**config.mk**
```make
export PLATFORM = sky130hd
export DESIGN_NAME = ram_burst_master
export DESIGN_NICKNAME = d
export VERILOG_FILES = /design/src/rtl/ram_burst_master.sv
export SDC_FILE = /design/constraint.sdc
export NUM_CORES = 1
export LEC_CHECK = 0
export CORE_ASPECT_RATIO = 0.8
export CORE_MARGIN = 1
export CORE_UTILIZATION = 47
export DETAILED_ROUTE_END_ITERATION = 8
export PLACE_DENSITY = 0.87
export SLEW_MARGIN = 20
export SYNTH_ARGS = -nofsm -noshare
export SYNTH_HDL_FRONTEND = slang
export SYNTH_SLANG_ARGS = --single-unit
```
**constraint.sdc**
```tcl
create_clock -name CLK -period 2.4 [get_ports CLK]
set_input_delay 0.72 -clock CLK [delete_from_list [all_inputs] [get_ports CLK]]
set_output_delay 0.72 -clock CLK [all_outputs]
set_load 0.05 [all_outputs]
```
**src/rtl/ram_burst_master.sv**
```systemverilog
// ram_burst_master: burst initiator for a single-port synchronous RAM with
// registered read data. Commands (read/write, start address, word count) arrive
// over a valid/ready handshake. Write words stream in, read words stream out.
// Optional build macro RAM_BOUNDS_CHECK_EN: commands whose address range runs
// past MEM_SIZE are accepted, then rejected with an err/done pulse and no RAM access.
// Without it, addresses wrap modulo 2**ADDR_WIDTH and err stays 0.
module ram_burst_master #(
   parameter int ADDR_WIDTH = 8,
   parameter int DATA_WIDTH = 10,
   parameter int MEM_SIZE   = 256
) (
   input  logic                  CLK,
   input  logic                  RST,
   input  logic                  cmd_valid,
   output logic                  cmd_ready,
   input  logic                  cmd_we,
   input  logic [ADDR_WIDTH-1:0] cmd_addr,
   input  logic [ADDR_WIDTH:0]   cmd_len,
   input  logic                  wr_valid,
   output logic                  wr_ready,
   input  logic [DATA_WIDTH-1:0] wr_data,
   output logic                  rd_valid,
   input  logic                  rd_ready,
   output logic [DATA_WIDTH-1:0] rd_data,
   output logic                  busy,
   output logic                  done,
   output logic                  err,
   output logic                  ram_en,
   output logic                  ram_we,
   output logic [ADDR_WIDTH-1:0] ram_addr,
   output logic [DATA_WIDTH-1:0] ram_din,
   input  logic [DATA_WIDTH-1:0] ram_dout
);

   typedef enum logic [2:0] {
      IDLE    = 3'd0,
      WR_WAIT = 3'd1,
      WR_DO   = 3'd2,
      RD_REQ  = 3'd3,
      RD_CAP  = 3'd4,
      RD_OUT  = 3'd5,
      DONE    = 3'd6
   } state_t;

   localparam logic [ADDR_WIDTH-1:0] ADDR_ZERO = {ADDR_WIDTH{1'b0}};
   localparam logic [ADDR_WIDTH-1:0] ADDR_ONE  = {{(ADDR_WIDTH-1){1'b0}}, 1'b1};
   localparam logic [ADDR_WIDTH:0]   CNT_ZERO  = {(ADDR_WIDTH+1){1'b0}};
   localparam logic [ADDR_WIDTH:0]   CNT_ONE   = {{ADDR_WIDTH{1'b0}}, 1'b1};
   localparam logic [DATA_WIDTH-1:0] DATA_ZERO = {DATA_WIDTH{1'b0}};

   state_t                  state_r, state_nxt_s;
   logic [ADDR_WIDTH-1:0]   addr_r, addr_nxt_s;
   logic [ADDR_WIDTH:0]     cnt_r, cnt_nxt_s;
   logic                    wr_ready_r, wr_ready_nxt_s;
   logic                    rd_valid_r, rd_valid_nxt_s;
   logic [DATA_WIDTH-1:0]   rd_data_r, rd_data_nxt_s;
   logic                    busy_r, busy_nxt_s;
   logic                    done_r, done_nxt_s;
   logic                    err_r, err_nxt_s;
   logic                    ram_en_r, ram_en_nxt_s;
   logic                    ram_we_r, ram_we_nxt_s;
   logic [ADDR_WIDTH-1:0]   ram_addr_r, ram_addr_nxt_s;
   logic [DATA_WIDTH-1:0]   ram_din_r, ram_din_nxt_s;
   logic                    cmd_oob_s;

`ifdef RAM_BOUNDS_CHECK_EN
   // one extra bit of headroom so addr + len never overflows the compare
   localparam logic [ADDR_WIDTH+1:0] MEM_LIMIT = (ADDR_WIDTH+2)'(MEM_SIZE);
   logic [ADDR_WIDTH+1:0] end_addr_s;
   assign end_addr_s = {2'b00, cmd_addr} + {1'b0, cmd_len};
   assign cmd_oob_s  = (end_addr_s > MEM_LIMIT);
`else
   assign cmd_oob_s  = 1'b0;
`endif

   // next state, address/count bookkeeping and next values of every registered output
   always_comb begin
      state_nxt_s    = state_r;
      addr_nxt_s     = addr_r;
      cnt_nxt_s      = cnt_r;
      rd_valid_nxt_s = rd_valid_r;
      rd_data_nxt_s  = rd_data_r;
      ram_din_nxt_s  = ram_din_r;
      err_nxt_s      = 1'b0;
      case (state_r)
         IDLE: begin
            if (cmd_valid) begin
               addr_nxt_s = cmd_addr;
               cnt_nxt_s  = cmd_len;
               if (cmd_oob_s) begin
                  state_nxt_s = DONE;
                  err_nxt_s   = 1'b1;
               end else if (cmd_len == CNT_ZERO) begin
                  state_nxt_s = DONE;
               end else if (cmd_we) begin
                  state_nxt_s = WR_WAIT;
               end else begin
                  state_nxt_s = RD_REQ;
               end
            end else begin
               state_nxt_s = IDLE;
            end
         end
         WR_WAIT: begin
            if (wr_valid) begin
               ram_din_nxt_s = wr_data;
               state_nxt_s   = WR_DO;
            end else begin
               state_nxt_s = WR_WAIT;
            end
         end
         WR_DO: begin
            cnt_nxt_s  = cnt_r - CNT_ONE;
            addr_nxt_s = addr_r + ADDR_ONE;
            if (cnt_r == CNT_ONE) begin
               state_nxt_s = DONE;
            end else begin
               state_nxt_s = WR_WAIT;
            end
         end
         RD_REQ: begin
            state_nxt_s = RD_CAP;
         end
         RD_CAP: begin
            // RAM drives its registered word only while EN & !WE, so capture here
            rd_data_nxt_s  = ram_dout;
            rd_valid_nxt_s = 1'b1;
            state_nxt_s    = RD_OUT;
         end
         RD_OUT: begin
            if (rd_ready) begin
               rd_valid_nxt_s = 1'b0;
               cnt_nxt_s      = cnt_r - CNT_ONE;
               addr_nxt_s     = addr_r + ADDR_ONE;
               if (cnt_r == CNT_ONE) begin
                  state_nxt_s = DONE;
               end else begin
                  state_nxt_s = RD_REQ;
               end
            end else begin
               state_nxt_s = RD_OUT;
            end
         end
         DONE: begin
            state_nxt_s = IDLE;
         end
         default: begin
            state_nxt_s = IDLE;
         end
      endcase

      // outputs are registered, so they are decoded from the state being entered
      ram_en_nxt_s   = (state_nxt_s == WR_DO) || (state_nxt_s == RD_REQ) || (state_nxt_s == RD_CAP);
      ram_we_nxt_s   = (state_nxt_s == WR_DO);
      wr_ready_nxt_s = (state_nxt_s == WR_WAIT);
      busy_nxt_s     = (state_nxt_s != IDLE);
      done_nxt_s     = (state_nxt_s == DONE);
      if (ram_en_nxt_s) begin
         ram_addr_nxt_s = addr_nxt_s;
      end else begin
         ram_addr_nxt_s = ram_addr_r;
      end
   end

   // state and output registers; reset abandons any burst in flight
   always_ff @(posedge CLK or posedge RST) begin
      if (RST) begin
         state_r    <= IDLE;
         addr_r     <= ADDR_ZERO;
         cnt_r      <= CNT_ZERO;
         wr_ready_r <= 1'b0;
         rd_valid_r <= 1'b0;
         rd_data_r  <= DATA_ZERO;
         busy_r     <= 1'b0;
         done_r     <= 1'b0;
         err_r      <= 1'b0;
         ram_en_r   <= 1'b0;
         ram_we_r   <= 1'b0;
         ram_addr_r <= ADDR_ZERO;
         ram_din_r  <= DATA_ZERO;
      end else begin
         state_r    <= state_nxt_s;
         addr_r     <= addr_nxt_s;
         cnt_r      <= cnt_nxt_s;
         wr_ready_r <= wr_ready_nxt_s;
         rd_valid_r <= rd_valid_nxt_s;
         rd_data_r  <= rd_data_nxt_s;
         busy_r     <= busy_nxt_s;
         done_r     <= done_nxt_s;
         err_r      <= err_nxt_s;
         ram_en_r   <= ram_en_nxt_s;
         ram_we_r   <= ram_we_nxt_s;
         ram_addr_r <= ram_addr_nxt_s;
         ram_din_r  <= ram_din_nxt_s;
      end
   end

   assign cmd_ready = (state_r == IDLE);
   assign wr_ready  = wr_ready_r;
   assign rd_valid  = rd_valid_r;
   assign rd_data   = rd_data_r;
   assign busy      = busy_r;
   assign done      = done_r;
   assign err       = err_r;
   assign ram_en    = ram_en_r;
   assign ram_we    = ram_we_r;
   assign ram_addr  = ram_addr_r;
   assign ram_din   = ram_din_r;

endmodule

```
* Yosys cells after proc, flatten, opt, wreduce, memory -nomap -nowiden
Cells that the tools add are included.
Word-level totals: register bits 54, input bits 43, output and inout port bits 36, word-level logic and storage cells 53
Operators by class: add/subtract/negate cells 2, equality and inequality tests 13, muxes and demuxes 16, reductions and logical operators 10
Operators with widths (count):
- 9-bit case mux with 3 select lines | 1
- 8-bit case mux with 3 select lines | 1
- 9-bit two-way mux | 2
- 3-bit case mux with 6 select lines | 1
- 8-bit two-way mux | 2
- 3-bit two-way mux | 5
- 3-bit by 2-bit == test with 1-bit output, second input constant | 4
- 3-bit == test, second input constant | 4
- 9-bit by 1-bit == test with 1-bit output, second input constant | 1
- 9-bit logical NOT | 1
- 9-bit by 1-bit subtractor with 9-bit output, second input constant | 1
- 8-bit by 1-bit adder with 8-bit output, second input constant | 1
- 3-bit by 1-bit == test with 1-bit output, second input constant | 2
- 3-bit nonzero test | 2
- 2-bit two-way mux | 2
- 2-bit inequality test, second input constant | 2
- 2-bit AND reduction | 2
- 3-bit logical NOT | 1
- 3-bit AND reduction | 1
- 1-bit logical OR | 2
- 1-bit case mux with 2 select lines | 1
- 2-bit nonzero test | 1
- 1-bit two-way mux | 1

* Longest topological paths before layout
Gate-level depths: netlist of run 1.
depth after elaboration 7, mapped depth 7, gate-level depth less buffers 7

* Least setup slack after synthesis of run 1
No wires, ideal clock.
path kind register -> register, start point reg state_r[1], end point reg ram_addr_r[0], in the netlist ram_addr[0], arrival 2.244 ns, path slack 0.031 ns, stages on the path, launching flop included 7, clock period less this slack 2.369 ns, cell sequence dfrtp_1 -> buf_6 -> nor3_4 -> nand2_2 -> o32a_4 -> a31oi_4 -> mux2_2
Between the ends: cells in the longest elaborated chain, start to end 5, elaborated cells between the ends (all ways) 13, those cells by class 8 x eq/ne; 2 x mux; 3 x reduce/logical
RTL lines:
- start: declaration | line 51 | state_t state_r, state_nxt_s;
- start signal: assignment | line 182 | state_r <= state_nxt_s;
- 3-bit logical NOT (*)
- net cmd_ready | line 15 | output logic cmd_ready,
- 3-bit case mux with 6 select lines | line 85 | case (state_r)
- 3-bit by 2-bit == test with 1-bit output | line 153 | ram_en_nxt_s = (state_nxt_s == WR_DO) || (state_nxt_s == RD_REQ) || (state_nxt_s == RD_CAP);
- 1-bit logical OR (2 in series) | line 153
- end signal: assignment | line 193 | ram_addr_r <= ram_addr_nxt_s;
- end: declaration | line 62 | logic [ADDR_WIDTH-1:0] ram_addr_r, ram_addr_nxt_s;
The timed path passes the listed nets; every way through them passes the cells marked *. A chain may end at the register's enable or synchronous reset.

* Final worst setup path of run 1
start point in cmd_len[5], end point reg ram_addr_r[1], in the netlist ram_addr[1]
Between the ends: cells in the longest elaborated chain, start to end 7, elaborated cells between the ends (all ways) 9, those cells by class 3 x eq/ne; 3 x mux; 3 x reduce/logical
RTL lines:
- start: declaration | line 18 | input logic [ADDR_WIDTH:0] cmd_len,
- 9-bit logical NOT (*) | line 93 | end else if (cmd_len == CNT_ZERO) begin
- 3-bit two-way mux (*) | line 93
- 3-bit two-way mux (*) | line 87 | if (cmd_valid) begin
- 3-bit case mux with 6 select lines (*) | line 85
- 3-bit by 2-bit == test with 1-bit output | line 153
- 1-bit logical OR | line 153
- 1-bit logical OR (*) | line 153
Every way passes the cells marked *; elsewhere a longest branch is shown, timed or not.

==> reports/metrics.yaml, run 1 <==
setup_path:
  path_delay_family: "buffers and inverters"
  timing.critical_path.arrival_ns: 2.53
  cp_slowest_cell: "sky130_fd_sc_hd__clkdlybuf4s50_1"
  critPathLaunch: "cmd_len[5]"
  timing.setup.critical_path_class: "input pin to flop"
  max_stage_delay_ns: 0.43
  cp_cell_sequence: "clkdlybuf4s50_1 -> nor4_2 -> nand2_1 -> o32a_4 -> a31oi_4 -> buf_6 -> buf_16 -> mux2_2"
  timing.critical_path.required_ns: 2.59
  worst-path-max-fanout: 4
  crit_path_start_kind: "input pin"
  worst_r2r_startpoint: "state_r[1]$_DFF_PP0_"
  worst_setup_path_end_kind: "flop"
  critical_path_buf_inv_count: 3
clock_tree:
  htreeDepth: 2
  clock_tree_from_tritoncts: "yes"
  cts.reportedPaths.clkPinSlew_ns: 0.11
  cts-root-buf: "sky130_fd_sc_hd__clkbuf_8"
  clock-sinks: 54
  clkLatencyLatePin_ns: 0.31
  clock_path_buffers: 2
  cts_buffers: 5
sta:
  clock.fmax_mhz: 429
  fin_crit_sh_pct: 97.2
  finalSetupViolations: 0
  finalWorstSetupSlack_ns: 0.0665
  fin_skew_ns: 0.0156
  final_slew_viol_count: 0
  timing_hold_violations_final: 0
  slew_headroom_pct: 64.8
  min_period_ns: 2.33
  max_slew.worst_pin.slew_ns: 0.527
  rsz0062_at_grt: "no"
layout:
  diodes: 0
  num-fill-cells: 406
  num-nets-final: 377
  layout_commonest_cell: "sky130_fd_sc_hd__clkdlybuf4s50_1"
  finalInstanceArea_um2: 3800
  post_route_cells_drive_above_1_share_pct: 23.2
  mostFrequentLayoutCells: "sky130_fd_sc_hd__clkdlybuf4s50_1, sky130_fd_sc_hd__dfrtp_1, sky130_fd_sc_hd__mux2_2"
  area_delta_synth_final_pct: 43.7
pwr:
  power.switching_fraction_pct: 45.8
  p_int_mw: 3.07
  cellPowerDensity_nw_per_um2: 1490
  pwr-share-clk_pct: 9.6
  power.static_leakage_nw: 1.62
  net-switching-power_mw: 2.59
  vdd.ir_drop.worst_uv: 868
  comb_power_share_pct: 60.5
  share_seq_of_total_power_pct: 29.9
synthesis:
  yosys.cell_types.count: 51
  post_synth_top_flop: "sky130_fd_sc_hd__dfrtp_1"
  synth.cell_area_um2: 2640
  post_synth_main_area_contributors: "sky130_fd_sc_hd__dfrtp_1, sky130_fd_sc_hd__mux2_2, sky130_fd_sc_hd__o21ai_0, sky130_fd_sc_hd__nor2_1, sky130_fd_sc_hd__nand2_1"
  postSynthNetCount: 280
  syn-instance-count: 234
  seq_area_frac_synth_pct: 51.1
  yosys_register_bits: 54
  yosys_warnings: 0
  synth_edf_count: 0
  synth_area_leader_cell: "sky130_fd_sc_hd__dfrtp_1"
  postSynthAreaPerCell_um2: 11.3
  yosys.area.top_type_share_pct: 51.1
  async_reset_ff_share_pct: 100
grt:
  grt_pass1_wl_um: 10300
  grt_pass1_vias: 2214
  antenna_found_initial: 0
  grt_overflow: 0
  grt_use_total_pct: 22.4
  largest_net_degree_at_the_start_of_global_routing: 55
floorplanning:
  floorplan.io_pins: 79
  die-area_um2: 5930
  die_h_um: 69.1
  initial_core_util_pct: 48.6
  die_w_um: 85.8
  core.rowCount: 24
  core-area_um2: 5440
outcome:
  run_status: "finished clean"
detailed_routing:
  detailed_routing_iteration_count_for_the_pre_antenna_repair_pass: 4
  drtAntennaViolNets: 0
  post_drt_wl_per_cell_um: 15.4
  wirelength_um: 6300
  dr_total_vias: 2177
  via_per_inst: 5.31
  initialDrtViolationCount: 116
  drt_drc_violations_left: 0
min_path:
  hold_path.class: "flop to flop"
  timing.hold.worst.start: "rd_valid$_DFFE_PP0P_"
placement:
  detailedPlace.worstSlack_ns: -0.406
  gp_routability_congestion: 0.848
  place.port_buffers: 77
  cell_area_after_placement_um2: 3640
  detailedPlacementHpwl_um: 4510
flow_run:
  max_cap_viol_count: 0
## power groups by stage
stage	combinational, mW	sequential, mW	clock, mW
after floorplan	1.25	2.59	0
after global placement	3.24	1.68	0
after detailed placement	3.30	1.69	0
after CTS	3.43	1.69	0.557
after global routing	3.64	1.75	0.591
final	3.43	1.69	0.545
## cell families after synthesis
kind of cell,after synthesis,synth area share [%]
DFF,54,51.1
buffers and inverters,17,3.08
AOI/OAI and AO/OA,57,15.9
adders and majority gates,3,1.42
and+or+nand+nor,69,14.4
muxes,32,13.5
xor gates and xnor gates,1,0.331
other,1,0.142
## final cells by class
class	count	area [um^2]	area share (%)
Tap cell	78	97.6	2.57
Multi-Input combinational cell	163	1220	32.2
Timing Repair Buffer	101	1010	26.5
Clock buffer	6	82.6	2.17
Clock inverter	2	16.3	0.428
Inverter	6	22.5	0.593
Sequential cell	54	1350	35.6
## Yosys cell counts, types with 4 or more instances
cell	n
sky130_fd_sc_hd__nand2_1	15
sky130_fd_sc_hd__mux2_2	30
sky130_fd_sc_hd__inv_1	6
sky130_fd_sc_hd__a21oi_1	8
sky130_fd_sc_hd__nor2b_1	4
sky130_fd_sc_hd__clkbuf_1	4
sky130_fd_sc_hd__buf_2	5
sky130_fd_sc_hd__nor2_1	16
sky130_fd_sc_hd__and3_1	4
sky130_fd_sc_hd__nor3_1	4
sky130_fd_sc_hd__o2bb2ai_1	4
sky130_fd_sc_hd__dfrtp_1	54
sky130_fd_sc_hd__o21ai_0	19
sky130_fd_sc_hd__nor3b_1	4
## per-layer routing
| layer | vias to the layer above | track usage [%] | wire, um |
|---|---|---|---|
| met3 | 8 | 8.14 | 552 |
| met2 | 83 | 35.5 | 2900 |
| met5 | - | 0 | 0 |
| met1 | 1039 | 29.5 | 2790 |
| li1 | 1047 | - | - |
| met4 | 0 | 5.00 | 63 |
## worst paths after layout
path	end	slack, ns	depth (start not counted)
min	rd_valid$_DFFE_PP0P_	0.49	1
min in group asynchronous	rd_data[5]$_DFFE_PP0N_	0.76	3
max reg2reg	ram_addr[1]$_DFFE_PP0P_	0.16	7
max in group asynchronous	cnt_r[4]$_DFFE_PP0P_	1.39	3
max	ram_addr[1]$_DFFE_PP0P_	0.07	8
min reg2reg	rd_valid$_DFFE_PP0P_	0.49	1
## through the flow
stage	std cells	hold WS, ns	util, %	TNS (ns)	power [mW]
6_report	410	0.493	69.9	0	5.67
3_5_place_dp	399	0.466	67.1	-3.32	4.99
4_1_cts	410	0.499	69.9	0	5.68
3_3_place_gp	399	0.461	67.1	-3.10	4.91
2_1_floorplan	234	0.479	-	0	3.84
5_1_grt	410	0.521	69.9	0	5.98
## timing repair
item	in CTS	in global routing
hold buffers	0	0
buffers inserted	2	0
gates resized for setup	11	0
endpoints found under the setup margin	8	0
## flip-flops by register name (all words and copies together), names as in the netlist
name      flops
rd_data      10
ram_din      10
ram_addr      8
addr_r        8
cnt_r         9
wr_ready      1
ram_we        1
busy          1
state_r       3
done          1
ram_en        1
rd_valid      1
## worst register-to-register path, stage by stage, from the launching register on
cell	delay, ns
sky130_fd_sc_hd__dfrtp_1	0.51
sky130_fd_sc_hd__nor3_4	0.34
sky130_fd_sc_hd__nand2_2	0.11
sky130_fd_sc_hd__o32a_4	0.40
sky130_fd_sc_hd__a31oi_4	0.20
sky130_fd_sc_hd__buf_6	0.14
sky130_fd_sc_hd__buf_16	0.10
sky130_fd_sc_hd__mux2_2	0.32
Note: power is estimated with default switching activity, not from simulation.
==> run 2, diff against run 1 <==
Settings changed: GPL_TIMING_DRIVEN set to 0.
==> run 2 against run 1 <==
Against the previous run: the run now ends with negative setup slack left; cell count decreased by 1.5%; clock power is 9.5% lower; register-to-register slack got worse by 0.03 ns; power down 3.4%; worst hold slack better by 0.0033 ns; combinational power shrank 3%; die area unchanged; cell area shrank 1.6%; largest cell class unchanged; highest routed layer unchanged.
==> reports/metrics.yaml, run 2 (synthesis results as in run 1) <==
detailed_routing:
  detailed_routing_iteration_count_for_the_pre_antenna_repair_pass: 4
  initialDrtViolationCount: 133
  dr_total_vias: 2179
  via_per_inst: 5.39
  post_drt_wl_per_cell_um: 15.7
  drt_drc_violations_left: 0
  wirelength_um: 6330
  drtAntennaViolNets: 0
layout:
  area_delta_synth_final_pct: 41.4
  finalInstanceArea_um2: 3740
  post_route_cells_drive_above_1_share_pct: 21.2
  num-nets-final: 372
  layout_commonest_cell: "sky130_fd_sc_hd__clkdlybuf4s50_1"
  diodes: 0
  num-fill-cells: 403
  mostFrequentLayoutCells: "sky130_fd_sc_hd__clkdlybuf4s50_1, sky130_fd_sc_hd__dfrtp_1, sky130_fd_sc_hd__mux2_2"
floorplanning:
  initial_core_util_pct: 48.6
  floorplan.io_pins: 79
  core.rowCount: 24
  core-area_um2: 5440
  die-area_um2: 5930
  die_w_um: 85.8
  die_h_um: 69.1
clock_tree:
  clock-sinks: 54
  clock_tree_from_tritoncts: "yes"
  clkLatencyLatePin_ns: 0.30
  post_cts_hold_buffer_count: 0
  cts_buffers: 5
  cts-root-buf: "sky130_fd_sc_hd__clkbuf_8"
  clock_path_buffers: 2
  cts.reportedPaths.clkPinSlew_ns: 0.09
  htreeDepth: 2
setup_path:
  crit_path_start_kind: "input pin"
  worst_r2r_path_depth: 8
  worst_r2r_startpoint: "cnt_r[1]$_DFFE_PP0P_"
  worst_setup_path_end_kind: "flop"
  timing.critical_path.arrival_ns: 2.62
  timing.setup.critical_path_class: "input pin to flop"
  timing.critical_path.required_ns: 2.59
  max_stage_delay_ns: 0.40
  cp_cell_sequence: "dlygate4sd2_1 -> nor4_2 -> nand2_1 -> o32a_4 -> a31oi_4 -> buf_12 -> mux2_2"
  timing.reg2reg.setup_slack_ns: 0.13
  timing.rr.end: "ram_addr[3]$_DFFE_PP0P_"
  path_delay_family: "compound AO/OA/AOI/OAI gates"
  cp_slowest_cell: "sky130_fd_sc_hd__o32a_4"
  worst-path-max-fanout: 5
  critical_path_buf_inv_count: 2
placement:
  place.port_buffers: 77
  gp_routability_congestion: 0.826
  detailedPlacementHpwl_um: 4460
  cell_area_after_placement_um2: 3560
sta:
  final_slew_viol_count: 0
  timing_hold_violations_final: 0
  max_slew.worst_pin.slew_ns: 0.532
  clock.fmax_mhz: 412
  rsz0062_at_grt: "yes"
  finalSetupViolations: 4
  slew_headroom_pct: 64.4
  fin_crit_sh_pct: 101
  fin_skew_ns: 0.00757
  min_period_ns: 2.43
  finalWorstSetupSlack_ns: -0.0273
  worst_hold_slack_ns: 0.497
min_path:
  whs_endpoint: "rd_valid$_DFFE_PP0P_"
  hold_path.class: "flop to flop"
  hold_path_depth: 1
  timing.hold.worst.start: "rd_valid$_DFFE_PP0P_"
grt:
  grt_overflow: 0
  grt_pass1_vias: 2227
  grt_pass1_wl_um: 10800
  largest_net_degree_at_the_start_of_global_routing: 29
  antenna_found_initial: 0
  grt_use_total_pct: 23.3
flow_run:
  max_cap_viol_count: 0
outcome:
  violations: "negative setup slack"
  run_status: "complete, but fails checks"
pwr:
  power.static_leakage_nw: 1.62
  vdd.ir_drop.worst_uv: 878
  cellPowerDensity_nw_per_um2: 1460
## run 2: how the worst max path moves through the flow
stage | start | end | slack, ns | depth (start not counted)
finish | cmd_len[5] | ram_addr[3]$_DFFE_PP0P_ | -0.03 | 7
global route | cmd_len[5] | ram_addr[2]$_DFFE_PP0P_ | -0.02 | 7
CTS | cmd_len[0] | ram_addr[3]$_DFFE_PP0P_ | 0.04 | 6
detailed placement | cmd_len[5] | ram_addr[3]$_DFFE_PP0P_ | -0.55 | 6
global placement | RST | ram_en$_DFF_PP0_ | -0.61 | 2
floorplan | state_r[1]$_DFF_PP0_ | ram_addr[0]$_DFFE_PP0P_ | 0.03 | 6
## run 2: worst register-to-register path: cells and delay by family, from the launching register on
kind / cells / cell delay, ns
AO/OA/AOI/OAI: 2 / 0.61
multiplexers: 1 / 0.33
AND/OR/NAND/NOR: 2 / 0.41
adder cells (fa/ha/maj): 1 / 0.14
flip-flops: 1 / 0.41
buffers and inverters: 2 / 0.27
## run 2: per-layer routing
metal	track usage [%]	wire length (um)	part of all wire, %
met3	10.8	630	9.9
met4	7.59	69	1.1
met1	30.9	2800	44
met2	33.9	2830	45
met5	0	0	0
## run 2: final cells by class
class	instances	area [um^2]	area share (%)
Clock inverter	2	13.8	0.368
Inverter	6	22.5	0.603
Multi-Input combinational cell	163	1230	33.0
Sequential cell	54	1350	36.2
Clock buffer	5	68.8	1.84
Timing Repair Buffer	85	888	23.8
Buffer	11	62.6	1.67
Tap cell	78	97.6	2.61
## run 2: where the power goes
group	internal, mW	total [mW]	switching [mW]
logic	1.37	3.31	1.94
clock network	0.202	0.493	0.291
registers	1.35	1.67	0.318
total	2.92	5.47	2.55
## run 2: what timing repair did
item	CTS	global route
setup buffers	3	2
gates resized for setup	13	10
cloned	1	0
setup endpoints to repair	9	12
pin swaps	4	5
## run 2: per-stage QoR
step / setup WS [ns] / std cells / total power, mW / utilization (%) / setup TNS, ns
after floorplan: 0.0310 / 234 / 3.84 / - / 0
after global placement: -0.608 / 389 / 4.72 / 64.6 / -38.01
after detailed placement: -0.549 / 391 / 4.81 / 65.5 / -6.15
after CTS: 0.0413 / 402 / 5.47 / 68.2 / 0
after global routing: -0.0214 / 404 / 5.82 / 68.7 / -0.0642
final: -0.0273 / 404 / 5.47 / 68.7 / -0.0708
